**src/rtl/union_lane_splitter_pkg.sv**
```systemverilog
// Shared types and helpers for the union lane splitter.
package union_lane_pkg;

  typedef enum logic [1:0] {IDLE, PAR, SER} ul_state_t;

  localparam int unsigned DONE_W = 16;

  // Width of a lane index; never narrower than one bit.
  function automatic int unsigned lane_idx_w(input int unsigned lanes);
    int unsigned w;
    w = $clog2(lanes);
    return (w < 1) ? 1 : w;
  endfunction

endpackage

```
**src/rtl/union_lane_splitter_if.sv**
```systemverilog
// Input/output stream bundle for the union lane splitter.
interface union_lane_splitter_if
  import union_lane_pkg::*;
#(
  parameter int unsigned LANE_W = 8,
  parameter int unsigned LANES  = 2
) ();

  localparam int unsigned IN_W  = LANES * LANE_W;
  localparam int unsigned IDX_W = lane_idx_w(LANES);

  logic              in_valid;
  logic              in_ready;
  logic [IN_W-1:0]   in_flat;
  logic              in_serial;
  logic              out_valid;
  logic              out_ready;
  logic [IN_W-1:0]   out_flat;
  logic [IDX_W-1:0]  out_lane;
  logic              out_last;
  logic [DONE_W-1:0] words_done;

  // Stimulus source / downstream sink side.
  modport master (
    output in_valid, in_flat, in_serial, out_ready,
    input  in_ready, out_valid, out_flat, out_lane, out_last, words_done
  );

  // Splitter side.
  modport slave (
    input  in_valid, in_flat, in_serial, out_ready,
    output in_ready, out_valid, out_flat, out_lane, out_last, words_done
  );

endinterface

```
**src/rtl/union_lane_splitter_fifo.sv**
```systemverilog
// Synchronous FIFO holding {serial_mode, word} entries.
module union_lane_fifo #(
  parameter int unsigned DEPTH = 2,
  parameter int unsigned W     = 17
) (
  input  logic         clk,
  input  logic         rst_n,
  input  logic         push_i,
  input  logic [W-1:0] data_i,
  input  logic         pop_i,
  output logic [W-1:0] data_o,
  output logic         full_o,
  output logic         empty_o
);

  localparam int unsigned PTR_W = $clog2(DEPTH);

  logic [W-1:0]   mem_q [DEPTH];
  logic [PTR_W:0] wr_q, wr_d;
  logic [PTR_W:0] rd_q, rd_d;

  assign empty_o = (wr_q == rd_q);
  assign full_o  = (wr_q[PTR_W] != rd_q[PTR_W]) &&
                   (wr_q[PTR_W-1:0] == rd_q[PTR_W-1:0]);
  assign data_o  = mem_q[rd_q[PTR_W-1:0]];

  // Pointer advance; the extra MSB separates full from empty.
  always_comb begin
    wr_d = wr_q;
    rd_d = rd_q;
    if (push_i && !full_o) wr_d = wr_q + (PTR_W+1)'(1);
    if (pop_i && !empty_o) rd_d = rd_q + (PTR_W+1)'(1);
  end

  // Pointer registers.
  always_ff @(posedge clk or negedge rst_n) begin
    if (!rst_n) begin
      wr_q <= '0;
      rd_q <= '0;
    end else begin
      wr_q <= wr_d;
      rd_q <= rd_d;
    end
  end

  // Storage array; contents are don't-care until written.
  always_ff @(posedge clk) begin
    if (push_i && !full_o) mem_q[wr_q[PTR_W-1:0]] <= data_i;
  end

endmodule

```
**src/rtl/union_lane_splitter.sv**
```systemverilog
// Splits queued words into lanes and emits them reordered-parallel or one lane per beat.
module union_lane_splitter
  import union_lane_pkg::*;
#(
  parameter int unsigned LANE_W = 8,
  parameter int unsigned LANES  = 2,
  parameter int unsigned DEPTH  = 2
) (
  input logic                 clk,
  input logic                 rst_n,
  union_lane_splitter_if.slave bus
);

  localparam int unsigned       IN_W     = LANES * LANE_W;
  localparam int unsigned       FIFO_W   = IN_W + 1;
  localparam int unsigned       IDX_W    = lane_idx_w(LANES);
  localparam logic [IDX_W-1:0]  LAST_IDX = IDX_W'(LANES - 1);
  localparam logic [DONE_W-1:0] DONE_MAX = '1;

  logic              fifo_full, fifo_empty;
  logic              push_c, pop_c;
  logic [FIFO_W-1:0] fifo_dout;
  logic              head_serial_c;
  logic [IN_W-1:0]   head_word_c, head_par_c, head_ser0_c, ser_next_c;
  logic [IDX_W-1:0]  lane_nxt_c;

  ul_state_t         state_q;
  logic              out_valid_q, out_last_q;
  logic [IN_W-1:0]   out_flat_q, word_q;
  logic [IDX_W-1:0]  out_lane_q;
  logic [DONE_W-1:0] words_done_q;

  assign push_c                      = bus.in_valid && !fifo_full;
  assign bus.in_ready                = !fifo_full;
  assign {head_serial_c, head_word_c} = fifo_dout;
  assign lane_nxt_c                  = out_lane_q + IDX_W'(1);

  union_lane_fifo #(.DEPTH(DEPTH), .W(FIFO_W)) u_fifo (
    .clk     (clk),
    .rst_n   (rst_n),
    .push_i  (push_c),
    .data_i  ({bus.in_serial, bus.in_flat}),
    .pop_i   (pop_c),
    .data_o  (fifo_dout),
    .full_o  (fifo_full),
    .empty_o (fifo_empty)
  );

  // Pop whenever the output register is free or its final beat is being taken.
  always_comb begin
    pop_c = 1'b0;
    unique case (state_q)
      IDLE:    pop_c = !fifo_empty;
      PAR:     pop_c = bus.out_ready && !fifo_empty;
      SER:     pop_c = bus.out_ready && (out_lane_q == LAST_IDX) && !fifo_empty;
      default: pop_c = 1'b0;
    endcase
  end

  // Beat formatting: reversed lane order for parallel, zero-extended lane for serial.
  always_comb begin
    head_par_c  = '0;
    head_ser0_c = '0;
    ser_next_c  = '0;
    head_ser0_c[LANE_W-1:0] = head_word_c[LANE_W-1:0];
    for (int unsigned k = 0; k < LANES; k++) begin
      head_par_c[(LANES-1-k)*LANE_W +: LANE_W] = head_word_c[k*LANE_W +: LANE_W];
      if (lane_nxt_c == IDX_W'(k)) ser_next_c[LANE_W-1:0] = word_q[k*LANE_W +: LANE_W];
    end
  end

  // Control FSM and output register; a pop always reloads without a bubble.
  always_ff @(posedge clk or negedge rst_n) begin
    if (!rst_n) begin
      state_q     <= IDLE;
      out_valid_q <= 1'b0;
      out_flat_q  <= '0;
      out_lane_q  <= '0;
      out_last_q  <= 1'b0;
      word_q      <= '0;
    end else if (pop_c) begin
      word_q      <= head_word_c;
      out_valid_q <= 1'b1;
      out_lane_q  <= '0;
      if (head_serial_c) begin
        state_q    <= SER;
        out_flat_q <= head_ser0_c;
        out_last_q <= 1'b0;
      end else begin
        state_q    <= PAR;
        out_flat_q <= head_par_c;
        out_last_q <= 1'b1;
      end
    end else begin
      unique case (state_q)
        IDLE: ;
        PAR: begin
          if (bus.out_ready) begin
            state_q     <= IDLE;
            out_valid_q <= 1'b0;
          end
        end
        SER: begin
          if (bus.out_ready) begin
            if (out_lane_q == LAST_IDX) begin
              state_q     <= IDLE;
              out_valid_q <= 1'b0;
            end else begin
              out_lane_q <= lane_nxt_c;
              out_flat_q <= ser_next_c;
              out_last_q <= (lane_nxt_c == LAST_IDX);
            end
          end
        end
        default: begin
          state_q     <= IDLE;
          out_valid_q <= 1'b0;
        end
      endcase
    end
  end

  // Completed-word counter, saturating.
  always_ff @(posedge clk or negedge rst_n) begin
    if (!rst_n) begin
      words_done_q <= '0;
    end else if (out_valid_q && bus.out_ready && out_last_q && (words_done_q != DONE_MAX)) begin
      words_done_q <= words_done_q + DONE_W'(1);
    end
  end

  assign bus.out_valid  = out_valid_q;
  assign bus.out_flat   = out_flat_q;
  assign bus.out_lane   = out_lane_q;
  assign bus.out_last   = out_last_q;
  assign bus.words_done = words_done_q;

endmodule

```
**src/flat_wrapper.sv**
```systemverilog
// flat-port wrapper written by rule: the top's interface ports become plain ports
module union_lane_splitter_flat import union_lane_pkg::*;
#(
  parameter int unsigned LANE_W = 8,
  parameter int unsigned LANES  = 2,
  parameter int unsigned DEPTH  = 2
)
  (clk, rst_n, bus_in_valid, bus_in_flat, bus_in_serial, bus_out_ready, bus_in_ready, bus_out_valid, bus_out_flat, bus_out_lane, bus_out_last, bus_words_done);
  union_lane_splitter_if #(.LANE_W(LANE_W), .LANES(LANES)) bus_i ();
  input logic clk;
  input logic rst_n;
  input wire logic [$bits(bus_i.in_valid)-1:0] bus_in_valid;
  input wire logic [$bits(bus_i.in_flat)-1:0] bus_in_flat;
  input wire logic [$bits(bus_i.in_serial)-1:0] bus_in_serial;
  input wire logic [$bits(bus_i.out_ready)-1:0] bus_out_ready;
  output wire logic [$bits(bus_i.in_ready)-1:0] bus_in_ready;
  output wire logic [$bits(bus_i.out_valid)-1:0] bus_out_valid;
  output wire logic [$bits(bus_i.out_flat)-1:0] bus_out_flat;
  output wire logic [$bits(bus_i.out_lane)-1:0] bus_out_lane;
  output wire logic [$bits(bus_i.out_last)-1:0] bus_out_last;
  output wire logic [$bits(bus_i.words_done)-1:0] bus_words_done;
  assign bus_i.in_valid = bus_in_valid;
  assign bus_i.in_flat = bus_in_flat;
  assign bus_i.in_serial = bus_in_serial;
  assign bus_i.out_ready = bus_out_ready;
  assign bus_in_ready = bus_i.in_ready;
  assign bus_out_valid = bus_i.out_valid;
  assign bus_out_flat = bus_i.out_flat;
  assign bus_out_lane = bus_i.out_lane;
  assign bus_out_last = bus_i.out_last;
  assign bus_words_done = bus_i.words_done;
  union_lane_splitter #(.LANE_W(LANE_W), .LANES(LANES), .DEPTH(DEPTH)) u_core (.clk(clk), .rst_n(rst_n), .bus(bus_i));
endmodule
```
**config.mk**
```make
export PLATFORM = sky130hd
export DESIGN_NAME = union_lane_splitter_flat
export DESIGN_NICKNAME = d
export VERILOG_FILES = /design/src/rtl/union_lane_splitter_pkg.sv /design/src/rtl/union_lane_splitter_if.sv /design/src/rtl/union_lane_splitter_fifo.sv /design/src/rtl/union_lane_splitter.sv /design/src/flat_wrapper.sv
export SDC_FILE = /design/constraint.sdc
export NUM_CORES = 1
export LEC_CHECK = 0
export ABC_AREA = 1
export BUFFER_PORTS_ARGS = -buffer_cell sky130_fd_sc_hd__buf_2
export CAP_MARGIN = 20
export CORE_ASPECT_RATIO = 1.4
export CORE_MARGIN = 3
export CORE_UTILIZATION = 40
export CTS_CLUSTER_DIAMETER = 120
export DETAILED_ROUTE_END_ITERATION = 8
export RECOVER_POWER = 100
export SYNTH_ARGS = -nofsm -noshare
export SYNTH_HDL_FRONTEND = slang
export SYNTH_SLANG_ARGS = --single-unit
```
**constraint.sdc**
```tcl
create_clock -name clk -period 3.6 [get_ports clk]
set_clock_uncertainty 0.05 [all_clocks]
set_input_delay 0.18 -clock clk [delete_from_list [all_inputs] [get_ports clk]]
set_output_delay 0.18 -clock clk [all_outputs]
set_load 0.01 [all_outputs]
```
==> flow_metrics.env, run 1 <==
export IMPL_final_common_cell="nand2_1"
export IMPL_stdcell_count=718
export IMPL_grt_overflow=0
export IMPL_die_w_um=93.7
export IMPL_drv_cap=1
export IMPL_grt_max_degree=36
export IMPL_cts_repair_resized=0
export IMPL_layout_common_cells="nand2_1, dfrtp_1, clkbuf_1"
export IMPL_cts_made_buffers=9
export IMPL_period_needed_ns=2.48
export IMPL_cts_sinks=91
export IMPL_worstPathArrival_ns=2.66
export IMPL_fill_cells=1058
export IMPL_die_area_um2=12100
export IMPL_ios=57
export IMPL_clk_latency_ns=0.33
export IMPL_syn_inst=501
export IMPL_multi_input_area_um2=1560
export IMPL_fmax_mhz=403
export IMPL_dr_pass1_iters=4
export IMPL_crit_path_end_kind="flop"
export IMPL_grt_usage_pct=16.5
export IMPL_period_share_pct=69.0
export IMPL_hp_start="bus_in_valid"
export IMPL_hpwl_um=6570
export IMPL_grt_pass1_vias=3348
export IMPL_grt_setup_unrepaired="no"
export IMPL_cts_root_buffer="clkbuf_16"
export IMPL_yosysSeqAreaShare_pct=56.8
export IMPL_ant_nets=0
export IMPL_dieHeight_um=129
export IMPL_path_class="reg -> reg"
export IMPL_vias_per_cell=4.73
export IMPL_wl_met2_um=4790
export IMPL_leakagePower_nw=2.44
export IMPL_whs_ns=0.0629
export IMPL_fp_coreArea_um2=10500
export IMPL_synth_flop_cell="dfrtp_1"
export IMPL_dp_cells=684
export IMPL_antennaDiodeCount=0
export IMPL_relSlewSlack_pct=-32.1
export IMPL_clock_path_buffers=2
export IMPL_syn_avg_cell_area_um2=8.59
export IMPL_portBuffers=56
export IMPL_ys_ff_latch=91
export IMPL_hold_path_class="in -> reg"
export IMPL_antenna_found_initial=0
export IMPL_ys_types=28
export IMPL_via_count=3393
export IMPL_synth_nets=527
export IMPL_setup_viol=0
export IMPL_wl_met1_um=3940
export IMPL_rows=44
export IMPL_clkSlewWorstSetupHoldPaths_ns=0.07
export IMPL_synth_edf_count=34
export IMPL_peakVddDrop_mv=0.406
export IMPL_r2r_start="u_core.bus.words_done[0]"
export IMPL_start_util_pct=41.2
export IMPL_met3_length_um=303
export IMPL_async_flop_share_pct=62.6
export IMPL_finalMaxSlewViolations=36
export IMPL_htree_num_levels=3
export IMPL_highest_layer="met4"
export IMPL_p_total_mw=4.37
export IMPL_status="finished with violations"
export IMPL_drt_wl_total_um=9310
export IMPL_fin_nets=601
export IMPL_drt_iter0_drc=190
export IMPL_gp_congestion=0.796
export IMPL_cp_start_kind="flop"
export IMPL_crit_fanout=19
export IMPL_startpoint="u_core.bus.words_done[0]"
export IMPL_area_delta_synth_final_pct=17.5
export IMPL_powerDensity_nw_per_um2=864
export IMPL_netlist_area_um2=4310
export IMPL_hold_violations=0
export IMPL_worstMarginPinSlew_ns=1.98
export IMPL_cts_tree="yes"
export IMPL_violations="max-capacitance violations, max-slew violations"
export IMPL_seq_area_um2=2450
export IMPL_grt_pass1_wl_um=15600
export IMPL_drc_errors=0
export IMPL_yosys_warnings=0
export IMPL_wl_per_cell_um=13.0
export IMPL_cp_data_required_time_ns=3.77
export IMPL_setup_tns_ns=0
export IMPL_final_layout_size_suffix_gt1_share_pct=6.55
metrics by stage:
| step | util (%) | cell area, µm² | setup WS, ns |
|---|---|---|---|
| 2_1_floorplan | - | 4310 | 1.54 |
| 3_3_place_gp | 44.7 | 4680 | 1.46 |
| 3_5_place_dp | 44.7 | 4680 | 1.37 |
| 4_1_cts | 49.3 | 5160 | 1.36 |
| 5_1_grt | 48.3 | 5060 | 0.681 |
| 6_report | 48.3 | 5060 | 1.12 |
worst paths after layout:
kind	end	slack, ns	depth (start not counted)
worst max-delay path	u_core.bus.words_done[14]	1.12	8
worst min register to register	u_core.bus.out_flat[10]	0.43	2
min in group asynchronous	u_core.bus.words_done[11]	0.89	2
max in group asynchronous	u_core.bus.out_flat[13]	1.15	3
worst max register to register	u_core.bus.words_done[14]	1.12	8
worst min-delay path	u_core.u_fifo.wr_q[0]	0.06	3
registers in the layout, summed over array words and instances, names as in the netlist:
signal                 flops
u_core.u_fifo.mem_q       34
u_core.bus.out_flat       16
u_core.bus.words_done     16
u_core.word_q             16
u_core.state_q             2
u_core.u_fifo.rd_q         2
u_core.u_fifo.wr_q         2
u_core.bus.out_lane        1
u_core.bus.out_last        1
u_core.bus.out_valid       1
worst max-delay path: stages, from the launching register on:
cell and delay, ns:
dfrtp_1 0.45, ha_1 0.27, nand3_1 0.18, nor2_1 0.24
nand3_2 0.08, nand2_1 0.48, inv_1 0.38, nand2_1 0.17
nand2_1 0.06
cell families after synthesis:
family	Yosys count	synth area share (%)
and+or+nand+nor	310	29.8
xor gates and xnor gates	12	2.44
adders and majority gates	5	1.45
DFF	91	56.8
AOI/OAI and AO/OA	27	3.25
buffers and inverters	56	6.19
per-layer routing:
metal	up-vias	track usage, %
li1	1724	-
met3	17	2.75
met2	70	28.9
met5	-	0
met1	1582	19.3
met4	0	8.25
synth_stat cells (3+ instances only):
library cell  instances  share of area, %
o21ai_1               7              0.81
nand2_1             248                22
xnor2_1               6               1.2
nor2_1               14               1.2
inv_1                35               3.1
xor2_1                6               1.2
ha_1                  5               1.5
buf_4                 7               1.2
o21ai_0              17               2.0
buf_2                 4              0.46
nand4_1               5              0.73
dfrtp_1              57                33
nand3_1              26               3.0
nor3_1                3              0.35
nand2_2               6              0.87
buf_6                 3              0.78
edfxtp_1             34                24
inv_2                 5              0.44
timing repair:
action | 4_1_cts | 5_1_grt
hold buffers | 18 | 0
buffers inserted | 0 | 0
hold endpoints to repair | 68 | 0
power breakdown:
group | switching, mW | internal, mW | leakage (nW)
logic | 1.26 | 0.520 | 1.24
clock network | 0.399 | 0.543 | 0.148
registers | 0.198 | 1.45 | 1.05
cell type report:
class / instances / share of cell area [%]
Timing Repair Buffer: 78 / 8.36
Sequential cell: 91 / 48.4
Clock inverter: 7 / 1.46
Inverter: 41 / 3.09
Tap cell: 138 / 3.41
Clock buffer: 9 / 4.45
Multi-Input combinational cell: 354 / 30.8
Note: power is estimated with default switching activity, not from simulation.
==> run 2, diff against run 1 <==
--- a/config.mk
+++ b/config.mk
@@ -5,7 +5,7 @@
 export SDC_FILE = /design/constraint.sdc
 export NUM_CORES = 1
 export LEC_CHECK = 0
-export ABC_AREA = 1
+export ABC_AREA = 0
 export BUFFER_PORTS_ARGS = -buffer_cell sky130_fd_sc_hd__buf_2
 export CAP_MARGIN = 20
 export CORE_ASPECT_RATIO = 1.4
==> constraint.sdc (replaced) <==
create_clock -name clk -period 2.5 [get_ports clk]
set_clock_uncertainty 0.05 [all_clocks]
set_input_delay 0.125 -clock clk [delete_from_list [all_inputs] [get_ports clk]]
set_output_delay 0.125 -clock clk [all_outputs]
set_load 0.01 [all_outputs]
==> run 2 against run 1 <==
The flow now finishes without violations. Area after synthesis fell by 19%. Final cell count fell by 34%. Global-route usage fell by 0.89 points. Setup slack got worse by 0.77 ns. Largest power group is now registers. Critical path type unchanged. Design area fell by 16%. Critical path depth fell by 2. Highest routed layer unchanged. Wire length fell by 24%.
==> flow_metrics.env, run 2 <==
export IMPL_via_count=2377
export IMPL_relSlewSlack_pct=33.6
export IMPL_stdcell_count=474
export IMPL_final_common_cell="clkbuf_1"
export IMPL_portBuffers=56
export IMPL_fin_nets=393
export IMPL_grt_pass1_wl_um=11800
export IMPL_peakVddDrop_mv=0.660
export IMPL_yosysSeqAreaShare_pct=64.8
export IMPL_worstPathBufferInverterCount=0
export IMPL_syn_avg_cell_area_um2=12.0
export IMPL_reg2regPathDepth=6
export IMPL_fmax_mhz=464
export IMPL_clkSlewWorstSetupHoldPaths_ns=0.06
export IMPL_die_w_um=84.7
export IMPL_syn_inst=288
export IMPL_drv_cap=0
export IMPL_postCtsSetupBuffers=0
export IMPL_critPathSlowestCell="or4b_1"
export IMPL_final_layout_size_suffix_gt1_share_pct=11.6
export IMPL_antennaDiodeCount=0
export IMPL_grt_max_degree=58
export IMPL_yosys_warnings=0
export IMPL_synth_flop_cell="dfrtp_1"
export IMPL_finalMaxSlewViolations=0
export IMPL_fp_coreArea_um2=8300
export IMPL_ant_nets=0
export IMPL_rows=39
export IMPL_clock_path_buffers=2
export IMPL_yosys_top_cells_area="dfrtp_1, edfxtp_1, nand2_1"
export IMPL_yosys_top_cells_count="dfrtp_1, nand2_1, edfxtp_1"
export IMPL_r2r_end="u_core.bus.words_done[4]"
export IMPL_grt_overflow=0
export IMPL_hold_depth=3
export IMPL_gp_congestion=0.816
export IMPL_grt_setup_unrepaired="no"
export IMPL_setup_tns_ns=0
export IMPL_start_util_pct=41.8
export IMPL_hold_violations=0
export IMPL_grt_pass1_vias=2338
export IMPL_drc_errors=0
export IMPL_leakagePower_nw=1.75
export IMPL_layout_common_cells="clkbuf_1, dfrtp_1, nand2_1"
export IMPL_cp_data_required_time_ns=2.66
export IMPL_hpwl_um=4680
export IMPL_ys_types=34
export IMPL_cts_sinks=83
export IMPL_setup_viol=0
export IMPL_status="finished, final reports clean"
export IMPL_synth_top_area_share_pct=35.4
export IMPL_crit_fanout=11
export IMPL_area_delta_synth_final_pct=22.0
export IMPL_period_share_pct=86.2
export IMPL_synth_nets=314
export IMPL_cp_start_kind="flop"
export IMPL_cp_top_family="simple AND/OR/NAND/NOR gates"
export IMPL_r2r_start="u_core.bus.words_done[0]"
export IMPL_worstPathArrival_ns=2.32
export IMPL_cts_made_buffers=9
export IMPL_yosysMostFrequentCell="dfrtp_1"
export IMPL_dieHeight_um=116
export IMPL_async_flop_share_pct=59.0
export IMPL_finalWorstSetupSlack_ns=0.344
export IMPL_ff2ff_setup_slack_ns=0.34
export IMPL_netlist_area_um2=3470
export IMPL_hold_path_class="in -> reg"
export IMPL_crit_path_end_kind="flop"
export IMPL_vias_per_cell=5.01
export IMPL_slowest_delay_ns=0.51
export IMPL_drt_iter0_drc=130
export IMPL_path_class="reg -> reg"
export IMPL_powerDensity_nw_per_um2=1280
export IMPL_htree_num_levels=3
export IMPL_cts_tree="yes"
export IMPL_postPlaceCellArea_um2=3880
export IMPL_synth_top_area_cell="dfrtp_1"
export IMPL_min_to="u_core.u_fifo.wr_q[0]"
export IMPL_synth_edf_count=34
export IMPL_dp_cells=440
export IMPL_clk_latency_ns=0.33
export IMPL_p_total_mw=5.40
export IMPL_grt_usage_pct=15.6
export IMPL_cts_root_buffer="clkbuf_16"
export IMPL_startpoint="u_core.bus.words_done[0]"
export IMPL_fin_area_um2=4230
export IMPL_wl_per_cell_um=14.9
export IMPL_worstMarginPinSlew_ns=0.996
export IMPL_period_needed_ns=2.16
export IMPL_ios=57
export IMPL_crit_chain="ha_1, nand2_1, or4b_1, o21ba_1, and4_2, xor2_1"
export IMPL_largest_reg_flops=34
export IMPL_antenna_found_initial=0
export IMPL_drt_wl_total_um=7060
export IMPL_dr_pass1_iters=4
export IMPL_die_area_um2=9840
export IMPL_ys_ff_latch=83
export IMPL_dpl_worst_slack_ns=0.378
export IMPL_hp_start="bus_in_valid"
==> run 2: cell types whose count changed in the layout (fill, tap and decap cells not counted), moves of 6 or more <==
cell | before | now
a21oi_1 | 1 | 11
a31oi_1 | 0 | 10
dfrtp_1 | 57 | 49
inv_1 | 37 | 6
mux2_2 | 0 | 8
mux2i_1 | 0 | 8
nand2_1 | 252 | 41
nand3_1 | 27 | 17
nor2_1 | 15 | 26
o21ai_0 | 23 | 17
==> run 2: final cells by class <==
class,instances,area (µm²)
Fill cell,749,4060
Inverter,6,22.5
Multi-Input combinational cell,186,1130
Sequential cell,83,2250
Clock buffer,13,240
Clock inverter,3,17.5
Tap cell,102,128
Timing Repair Buffer,81,448
==> run 2: worst min-delay path, cell delays in order <==
cell     delay (ns)
buf_2          0.10
nand2_1        0.08
xnor2_1        0.07
==> run 2: cell families (layout without fill, tap and decap cells) <==
kind of cell | after synthesis | count (layout) | share of synthesized area (%)
DFF | 83 | 83 | 64.8
muxes | 18 | 18 | 5.63
and+or+nand+nor | 101 | 101 | 13.4
xor gates and xnor gates | 19 | 19 | 4.80
buffers and inverters | 19 | 103 | 2.49
AOI/OAI and AO/OA | 43 | 43 | 7.07
adders and majority gates | 5 | 5 | 1.80
==> run 2: where the power goes <==
group | switching, mW | internal [mW]
Clock | 0.496 | 0.670
Combinational | 1.25 | 0.745
Sequential | 0.287 | 1.95
==> run 2: worst max-delay path by stage <==
stage / to / slack, ns / cells after the start
final: u_core.bus.words_done[4] / 0.34 / 6
after global routing: u_core.state_q[1] / 0.16 / 8
after CTS: u_core.bus.words_done[4] / 0.37 / 6
after detailed placement: u_core.bus.words_done[4] / 0.38 / 6
after global placement: u_core.bus.words_done[4] / 0.46 / 6
after floorplan: u_core.u_fifo.mem_q[0][0] / 0.46 / 4
==> run 2: through the flow <==
step                utilization (%)  hold WS [ns]
floorplan                         -        -0.221
global placement               46.8        0.0376
detailed placement             46.8        0.0404
CTS                            52.1        0.0239
global route                   51.0        0.0633
finish                         51.0        0.0423
==> run 2: layer usage <==
layer  vias to the layer above  track usage [%]  wire, µm
li1                       1161                -         -
met1                      1154             19.8      3170
met2                        55             26.0      3440
met3                         7             4.23       329
met4                         0             5.39       113
met5                         -                0         0
==> run 2: repair_timing <==
action,4_1_cts,5_1_grt
endpoints found under the setup margin,0,0
endpoints found under the hold margin,51,0
resized for setup,0,0
hold buffers,18,0
